**src/rtl/uart_pkg.sv**
```systemverilog
// uart_pkg: definitions shared by the UART receive and transmit blocks.
//   uart_state_e  - receiver FSM state encoding (also exposed for debug)
//   DATA_BITS     - payload bits per frame
//   clks_per_bit  - system clocks per line bit for a given clock and baud rate
package uart_pkg;

  localparam int DATA_BITS = 8;

  typedef enum logic [2:0] {
    IDLE       = 3'd0,
    START      = 3'd1,
    DATA       = 3'd2,
    PARITY     = 3'd3,
    STOP       = 3'd4,
    BREAK_WAIT = 3'd5
  } uart_state_e;

  function automatic int clks_per_bit(input int clk_freq, input int baud);
    return clk_freq / baud;
  endfunction

endpackage

```
**src/rtl/uart_sync2.sv**
```systemverilog
// uart_sync2: two-flop synchronizer for an asynchronous input pin.
//   clk_i    - destination clock
//   rst_ni   - asynchronous active-low reset; both flops load RESET_VAL
//   d_i      - asynchronous input
//   q_o      - synchronized output, two clk_i cycles behind d_i
module uart_sync2 #(
  parameter logic RESET_VAL = 1'b1
) (
  input  logic clk_i,
  input  logic rst_ni,
  input  logic d_i,
  output logic q_o
);

  logic meta_q;
  logic sync_q;

  always_ff @(posedge clk_i or negedge rst_ni) begin
    if (!rst_ni) begin
      meta_q <= RESET_VAL;
      sync_q <= RESET_VAL;
    end else begin
      meta_q <= d_i;
      sync_q <= meta_q;
    end
  end

  assign q_o = sync_q;

endmodule

```
**src/rtl/uart_rx.sv**
```systemverilog
// uart_rx: 8N1 UART receiver with mid-bit sampling.
//   clk         - system clock, rising edge
//   rst_n       - asynchronous active-low reset
//   rx          - asynchronous serial line, idle high
//   data        - last correctly framed byte (LSB first on the line)
//   rx_valid    - one-cycle pulse: data holds a new byte
//   rx_busy     - high while a frame is in progress (FSM not IDLE)
//   frame_err   - one-cycle pulse: stop bit sampled low
//   parity_err  - one-cycle pulse on even-parity mismatch (0 without parity)
//   state_o     - current FSM state, for debug
// Build option: define UART_RX_PARITY_EN for 8E1 frames (an even-parity bit
// after bit 7). Left undefined, frames are 8N1 and parity_err is tied 0.
//
// Handshake: rx_valid is a single-cycle strobe with no ready; the consumer
// must capture data on the cycle rx_valid is high (data also holds its value
// until the next good frame).
module uart_rx
  import uart_pkg::*;
#(
  parameter int CLK_FREQ = 50_000_000,
  parameter int BAUD     = 115200
) (
  input  logic                 clk,
  input  logic                 rst_n,
  input  logic                 rx,
  output logic [DATA_BITS-1:0] data,
  output logic                 rx_valid,
  output logic                 rx_busy,
  output logic                 frame_err,
  output logic                 parity_err,
  output uart_state_e          state_o
);

  localparam int CLKS_PER_BIT = clks_per_bit(CLK_FREQ, BAUD);
  localparam int CNT_W        = $clog2(CLKS_PER_BIT);

  localparam logic [CNT_W-1:0] HALF_M1 = CNT_W'(CLKS_PER_BIT / 2 - 1);
  localparam logic [CNT_W-1:0] FULL_M1 = CNT_W'(CLKS_PER_BIT - 1);
  localparam logic [2:0]       LAST_BIT = 3'(DATA_BITS - 1);

  logic                 rx_s;
  uart_state_e          state_q;
  logic [CNT_W-1:0]     baud_cnt_q;
  logic [2:0]           bit_idx_q;
  logic [DATA_BITS-1:0] shift_q;
  logic [DATA_BITS-1:0] data_q;
  logic                 rx_valid_q;
  logic                 frame_err_q;
  logic                 bit_end_d;

  // Line idles high, so the synchronizer resets to 1 to avoid a false start.
  uart_sync2 #(.RESET_VAL(1'b1)) u_sync (
    .clk_i  (clk),
    .rst_ni (rst_n),
    .d_i    (rx),
    .q_o    (rx_s)
  );

  assign bit_end_d = (baud_cnt_q == FULL_M1);

`ifdef UART_RX_PARITY_EN
  logic par_bit_q;
  logic parity_err_q;
  logic parity_bad_d;

  // Even parity: the received parity bit must equal the XOR of the data bits.
  assign parity_bad_d = par_bit_q ^ (^shift_q);
`endif

  always_ff @(posedge clk or negedge rst_n) begin
    if (!rst_n) begin
      state_q     <= IDLE;
      baud_cnt_q  <= '0;
      bit_idx_q   <= '0;
      shift_q     <= '0;
      data_q      <= '0;
      rx_valid_q  <= 1'b0;
      frame_err_q <= 1'b0;
`ifdef UART_RX_PARITY_EN
      par_bit_q    <= 1'b0;
      parity_err_q <= 1'b0;
`endif
    end else begin
      rx_valid_q  <= 1'b0;
      frame_err_q <= 1'b0;
`ifdef UART_RX_PARITY_EN
      parity_err_q <= 1'b0;
`endif
      case (state_q)
        IDLE: begin
          if (!rx_s) begin
            state_q    <= START;
            baud_cnt_q <= '0;
          end
        end

        // Half a bit in, confirm the line is still low; a high sample is a
        // glitch and is dropped silently.
        START: begin
          if (baud_cnt_q == HALF_M1) begin
            baud_cnt_q <= '0;
            bit_idx_q  <= '0;
            state_q    <= rx_s ? IDLE : DATA;
          end else begin
            baud_cnt_q <= baud_cnt_q + CNT_W'(1);
          end
        end

        // Counting is now aligned to mid-bit, so each full period lands on
        // the centre of the next bit.
        DATA: begin
          if (bit_end_d) begin
            baud_cnt_q         <= '0;
            shift_q[bit_idx_q] <= rx_s;
            bit_idx_q          <= bit_idx_q + 3'd1;
            if (bit_idx_q == LAST_BIT) begin
`ifdef UART_RX_PARITY_EN
              state_q <= PARITY;
`else
              state_q <= STOP;
`endif
            end
          end else begin
            baud_cnt_q <= baud_cnt_q + CNT_W'(1);
          end
        end

`ifdef UART_RX_PARITY_EN
        PARITY: begin
          if (bit_end_d) begin
            baud_cnt_q <= '0;
            par_bit_q  <= rx_s;
            state_q    <= STOP;
          end else begin
            baud_cnt_q <= baud_cnt_q + CNT_W'(1);
          end
        end
`endif

        // Leaving at mid stop bit leaves half a bit to catch the next start
        // edge of a back-to-back frame.
        STOP: begin
          if (bit_end_d) begin
            baud_cnt_q <= '0;
`ifdef UART_RX_PARITY_EN
            parity_err_q <= parity_bad_d;
            if (rx_s && !parity_bad_d) begin
              data_q     <= shift_q;
              rx_valid_q <= 1'b1;
            end
`else
            if (rx_s) begin
              data_q     <= shift_q;
              rx_valid_q <= 1'b1;
            end
`endif
            frame_err_q <= ~rx_s;
            state_q     <= rx_s ? IDLE : BREAK_WAIT;
          end else begin
            baud_cnt_q <= baud_cnt_q + CNT_W'(1);
          end
        end

        // A line held low (break) must not be decoded as a string of 0x00s.
        BREAK_WAIT: begin
          if (rx_s) begin
            state_q <= IDLE;
          end
        end

        default: begin
          state_q <= IDLE;
        end
      endcase
    end
  end

  assign data      = data_q;
  assign rx_valid  = rx_valid_q;
  assign frame_err = frame_err_q;
  assign rx_busy   = (state_q != IDLE);
  assign state_o   = state_q;

`ifdef UART_RX_PARITY_EN
  assign parity_err = parity_err_q;
`else
  assign parity_err = 1'b0;
`endif

endmodule

```
**config.mk**
```make
export PLATFORM = sky130hd
export DESIGN_NAME = uart_rx
export DESIGN_NICKNAME = d
export VERILOG_FILES = /design/src/rtl/uart_pkg.sv /design/src/rtl/uart_sync2.sv /design/src/rtl/uart_rx.sv
export SDC_FILE = /design/constraint.sdc
export NUM_CORES = 1
export LEC_CHECK = 0
export BUFFER_PORTS_ARGS = -buffer_cell sky130_fd_sc_hd__buf_4
export CORE_ASPECT_RATIO = 0.7
export CORE_MARGIN = 1.5
export CORE_UTILIZATION = 60
export DETAILED_ROUTE_END_ITERATION = 16
export PLACE_DENSITY = 0.8
export SYNTH_ARGS = -nofsm -noshare
export SYNTH_HDL_FRONTEND = slang
export SYNTH_SLANG_ARGS = --single-unit
```
**constraint.sdc**
```tcl
create_clock -name clk -period 5.32 [get_ports clk]
set_clock_uncertainty 0.2 [all_clocks]
set_input_delay 0.266 -clock clk [delete_from_list [all_inputs] [get_ports clk]]
set_output_delay 0.266 -clock clk [all_outputs]
set_load 0.02 [all_outputs]
```
==> results of run 1 <==
==> state kept, by name, summed over array words and instances, names as in the netlist <==
signal / count
u_sync.q_o: 1
rx_valid: 1
frame_err: 1
shift_q: 8
bit_idx_q: 3
baud_cnt_q: 9
u_sync.meta_q: 1
state_o: 3
data: 8
==> layer usage <==
metal  global-route usage [%]  vias up
met5                        0        -
met3                     6.24        6
met2                     35.4       36
met1                     36.2      626
li1                         -      625
met4                     8.82        0
==> kinds of logic after synthesis <==
| group | after synthesis | synth area share (%) |
|---|---|---|
| adders and majority gates | 5 | 3.44 |
| xor gates and xnor gates | 2 | 0.963 |
| AOI/OAI and AO/OA | 30 | 12.7 |
| other | 1 | 0.206 |
| and+or+nand+nor | 59 | 19.8 |
| buffers and inverters | 13 | 3.44 |
| muxes | 18 | 11.1 |
| DFF | 35 | 48.3 |
==> cell usage after synthesis (2+ instances only) <==
master	count
buf_2	2
nor3_1	6
nand3_1	5
nand4_1	2
o21ai_0	6
dfrtp_1	33
o31ai_1	3
buf_4	3
a22o_1	2
nor2b_1	2
mux2i_1	3
o211ai_1	3
o21a_1	2
xnor2_1	2
inv_1	7
mux2_2	14
dfstp_2	2
a21oi_1	3
ha_1	5
nand2_1	21
nor2_1	6
o22ai_1	3
nand2b_1	2
==> critical path, delay by kind of cell, from the launching register on <==
family	cells	cell delay [ns]
AOI/OAI and AO/OA	3	0.76
DFF	1	0.55
and+or+nand+nor	1	0.48
==> layout make-up <==
class	count	area share [%]
flip-flops and latches	35	42.9
multi-input cells	115	42.9
repair buffers	18	6.84
clock buffers	7	3.72
well taps	36	2.20
inverters	7	1.28
clock inverters	1	0.244
==> layout by cell type (no fill, tap or decap), types with 2 or more instances in the layout <==
cell type,instances
clkbuf_8,5
nand2b_1,2
dfstp_2,2
nor2_1,6
o31ai_1,3
dfrtp_1,33
o21ai_0,6
o22ai_1,3
nand4_1,2
o21a_1,2
a21oi_1,3
nor3_1,6
xnor2_1,2
ha_1,5
inv_1,7
o211ai_1,3
nor2b_1,2
nand3_1,5
dlygate4sd3_1,2
clkbuf_1,2
buf_4,16
a22o_1,2
mux2_2,14
mux2i_1,3
nand2_1,21
==> repair_timing <==
item / in CTS / in global routing
hold buffers: 2 / 0
setup buffers: 0 / 0
endpoints found under the hold margin: 34 / 0
==> final timing paths <==
path | endpoint | slack, ns | depth (start not counted)
max in group asynchronous | u_sync.meta_q$_DFF_PN1_ | 4.32 | 2
hold reg to reg | u_sync.q_o$_DFF_PN1_ | 0.16 | 0
setup / recovery | baud_cnt_q[8]$_DFFE_PN0P_ | 3.21 | 4
hold / removal | u_sync.q_o$_DFF_PN1_ | 0.16 | 0
setup reg to reg | baud_cnt_q[8]$_DFFE_PN0P_ | 3.21 | 4
min in group asynchronous | rx_valid$_DFF_PN0_ | 0.26 | 2
==> where the power goes <==
| group | switching (uW) | internal (uW) | total [uW] |
|---|---|---|---|
| registers | 1.70 | 268 | 269 |
| logic | 6.42 | 2.10 | 8.52 |
| clock network | 91.0 | 91.8 | 183 |
| total | 99.2 | 361 | 461 |
==> stage by stage <==
| stage | std cells | util, % | total power, uW | hold slack [ns] |
|---|---|---|---|---|
| 6_report | 219 | 72.1 | 461 | 0.161 |
| 5_1_grt | 219 | 72.1 | 479 | 0.164 |
| 4_1_cts | 219 | 72.1 | 467 | 0.162 |
| 3_5_place_dp | 209 | 68.5 | 282 | 0.0433 |
| 3_3_place_gp | 209 | 68.5 | 282 | 0.0315 |
| 2_1_floorplan | 163 | - | 276 | -0.230 |
==> impl_metrics.toml, run 1 <==
[place]
post_dp_cell_area_um2 = 1950
hpwl_um = 2480
gp_congestion = 0.841
dp_slack_ns = 3.24
port_buffers = 16

[die]
io_pins = 18
fp.dieArea_um2 = 3380
fp.coreArea_um2 = 2840
fp-row-count = 16
start_util_pct = 64.0
die-width_um = 68.8
die_y_um = 49.1

[sta]
worst_pin_slew_ns = 0.537
fmax_mhz = 474
final.period_utilization_pct = 39.6
slew_headroom_pct = 64.2
worst_slack_ns = 3.21
slew_viol_final = 0
final-hold-violation-count = 0
finalSetupViolCount = 0
fin_setup_tns_ns = 0
rsz0062_at_grt = "no"
period_needed_ns = 2.11

[synth]
netlist.area_leader.share_pct = 45.4
synth_cell_type_count = 49
ys_seq_area_share_pct = 48.3
yosysTopAreaCell = "dfrtp_1"
synthArstFlopShare_pct = 100
syn_area_per_cell_um2 = 11.2
synth_nets = 171
synth_area_leaders = "dfrtp_1 (45%), mux2_2 (8.7%), nand2_1 (4.3%)"
synth-edff-count = 0
ys_ff_latch = 35
syn_area_um2 = 1820
yosysWarnings = 0
netlist_instances = 163
synth_ff_type = "dfrtp_1"

[detailed_routing]
antenna_left = 0
dr_wl_met2_um = 1640
wl_um = 3480
drc_errors = 0
wl_met1_um = 1610
vias_per_cell = 5.90
top_layer_used = "met4"
firstDrtPassIters = 4
wl_per_cell_um = 15.9
drt-initial-drc-count = 123
wl_met3_um = 187
vias = 1293

[grt]
grt_max_degree = 36
antenna_found_initial = 0
first_global_vias = 1255
grt_overflow = 0
grt_pass1_wl_um = 6020
grt.total_usage_pct = 24.7

[worst_setup_path]
slowest_delay_ns = 0.55
criticalPathCategory = "register to register"
cp-end-kind = "register"
cp_max_fo = 12
reg2reg_from = "state_o[0]$_DFFE_PN0P_"
slowest_stage = "dfrtp_1"
path_cells = "or3_1 > o211ai_2 > o41ai_1 > a22o_1"
setup.worst_path.start = "state_o[0]$_DFFE_PN0P_"
worstPathArrival_ns = 2.08
crit_required_ns = 5.29
critPathLaunchType = "register"

[pwr]
p_leak_uw = 0.000938
peakVddDrop_uv = 158
p_per_area_nw_per_um2 = 225

[final_layout]
final_nets = 190
fill_cells = 206
seq_area_um2 = 878
multiInputGateArea_um2 = 878
drive_gt1_share_pct = 29.5
final_area_um2 = 2050
syn2layout_area_growth_pct = 12.7
n_antenna_cell = 0

[clock_network]
clockBufferDepth = 2
cts_tree = "done"
cts_resized = 0
cts-buffers-inserted = 5
numClockSinks = 35
path_clk_slew_ns = 0.07
root_buffer = "clkbuf_8"
htree_levels = 2
insertion_delay_ns = 0.28

[run]
maxCapViolations = 0

[worst_hold_path]
min_from = "u_sync.meta_q$_DFF_PN1_"
hold_path_class = "register to register"

[run_status]
outcome = "complete, no violations"
(Power assumes the default switching activity.)
==> run 2: changes to the inputs <==
Settings changed: CORE_UTILIZATION 60 to 58, PLACE_DENSITY 0.8 to 0.77.
Clock period 5.32 ns to 2.2 ns, I/O delays scaled along.
==> run 2 against run 1 <==
  * Hold slack got worse by 0.061 ns
  * Highest routed layer unchanged
  * Largest cell class unchanged
  * Final cell count increased by 1.8%
  * Power increased to 2.8 times the previous value
  * Worst setup slack got worse by 3.1 ns
  * Count of clock-buffer cells in the layout decreased by 1
  * Clock power increased to 3.3 times the previous value
  * Core utilization increased by 1.3 points
==> impl_metrics.toml, run 2 (synthesis gave the netlist of run 1 again) <==
[detailed_routing]
wl_um = 3420
firstDrtPassIters = 4
vias = 1295
drc_errors = 0
wl_per_cell_um = 15.3
antenna_left = 0
drt-initial-drc-count = 65
vias_per_cell = 5.81

[die]
die_y_um = 49.9
die-width_um = 69.9
fp.coreArea_um2 = 2880
start_util_pct = 63.1
fp-row-count = 16
io_pins = 18
fp.dieArea_um2 = 3490

[clock_network]
root_buffer = "clkbuf_8"
path_clk_slew_ns = 0.07
cts_tree = "done"
postCtsSetupBuffers = 0
cts-buffers-inserted = 5
numClockSinks = 35
insertion_delay_ns = 0.29
clockBufferDepth = 2
htree_levels = 2

[place]
hpwl_um = 2490
gp_congestion = 0.849
post_dp_cell_area_um2 = 1980
port_buffers = 16

[worst_setup_path]
critPathLaunchType = "register"
crit_required_ns = 2.17
criticalPathCategory = "register to register"
slowest_stage = "dfrtp_1"
worstPathArrival_ns = 2.02
slowest_delay_ns = 0.41
path_delay_family = "simple AND/OR/NAND/NOR gates"
r2r_slack_ns = 0.16
cp_max_fo = 6
reg2reg_to = "shift_q[3]$_DFFE_PN0P_"
path_cells = "inv_1 > ha_1 > and4bb_4 > nand4_1 > nor3b_1 > mux2_2"
cp-end-kind = "register"
crit_buf_inv = 1
reg2reg_from = "baud_cnt_q[1]$_DFFE_PN0P_"
ff2ff_path_depth = 6

[final_layout]
n_antenna_cell = 0
finish.utilization_pct = 73.4
final_area_um2 = 2120
final_nets = 194
largest_reg_flops = 9
layout_common_cells = "dfrtp_1 (33), nand2_1 (21), buf_4 (20)"
layout_commonest_cell = "dfrtp_1"
drive_gt1_share_pct = 32.1
top_register = "baud_cnt_q"
syn2layout_area_growth_pct = 16.3

[sta]
period_needed_ns = 2.04
final.period_utilization_pct = 92.8
fin_setup_tns_ns = 0
fmax_mhz = 490
finalSetupViolCount = 0
slew_viol_final = 0
worst_hold_slack_ns = 0.100
final-hold-violation-count = 0
rsz0062_at_grt = "no"

[pwr]
p_leak_uw = 0.000978
p_per_area_nw_per_um2 = 599
peakVddDrop_uv = 627
total_power_uw = 1270

[grt]
grt_max_degree = 36
grt_overflow = 0
antenna_found_initial = 0
first_global_vias = 1251
grt_pass1_wl_um = 6120
grt.total_usage_pct = 22.9

[worst_hold_path]
hold_path_class = "input pin to async pin"

[run_status]
outcome = "complete, no violations"

[run]
maxCapViolations = 0
==> run 2: worst max path at each step <==
stage | startpoint | endpoint | slack, ns | depth (start not counted)
4_1_cts | baud_cnt_q[1]$_DFFE_PN0P_ | shift_q[3]$_DFFE_PN0P_ | 0.17 | 6
2_1_floorplan | state_o[0]$_DFFE_PN0P_ | shift_q[3]$_DFFE_PN0P_ | 0.24 | 5
5_1_grt | baud_cnt_q[1]$_DFFE_PN0P_ | shift_q[3]$_DFFE_PN0P_ | 0.02 | 6
3_3_place_gp | baud_cnt_q[1]$_DFFE_PN0P_ | shift_q[3]$_DFFE_PN0P_ | 0.22 | 6
6_report | baud_cnt_q[1]$_DFFE_PN0P_ | shift_q[3]$_DFFE_PN0P_ | 0.16 | 6
3_5_place_dp | baud_cnt_q[1]$_DFFE_PN0P_ | shift_q[3]$_DFFE_PN0P_ | 0.18 | 6
==> run 2: metrics by stage <==
| step | instances | setup slack (ns) |
|---|---|---|
| floorplan | 163 | 0.243 |
| global placement | 213 | 0.223 |
| detailed placement | 213 | 0.178 |
| CTS | 223 | 0.167 |
| global route | 223 | 0.0231 |
| finish | 223 | 0.158 |
==> run 2: final cells by class <==
cell class | count | area [um^2]
Multi-Input combinational cell | 115 | 878
Sequential cell | 35 | 878
Clock inverter | 2 | 35.0
Fill cell | 202 | 767
Clock buffer | 6 | 82.6
Inverter | 7 | 26.3
Tap cell | 36 | 45.0
Timing Repair Buffer | 22 | 170
==> run 2: worst reg2reg max path: stages (launching register included) <==
cell and delay (ns):
dfrtp_1 0.41, inv_1 0.09, ha_1 0.15, and4bb_4 0.28, nand4_1 0.19, nor3b_1 0.24
mux2_2 0.36
==> run 2: timing repair <==
action,4_1_cts,5_1_grt
hold buffers,2,0
hold endpoints to repair,36,0
resized for setup,0,0
==> run 2: report_power, final <==
group          internal [uW]  leakage, uW  switching, uW  total, uW
Sequential               647     0.000467           4.09        651
Combinational           5.09     0.000449           15.3       20.4
Clock                    366    0.0000612            230        596
==> run 2: metal layers <==
metal | vias up | routed length, um | GRT usage (%)
li1 | 633 | - | -
met1 | 613 | 1660 | 33.5
met2 | 43 | 1460 | 32.5
met3 | 6 | 253 | 6.95
met4 | 0 | 45 | 7.69
met5 | - | 0 | 0
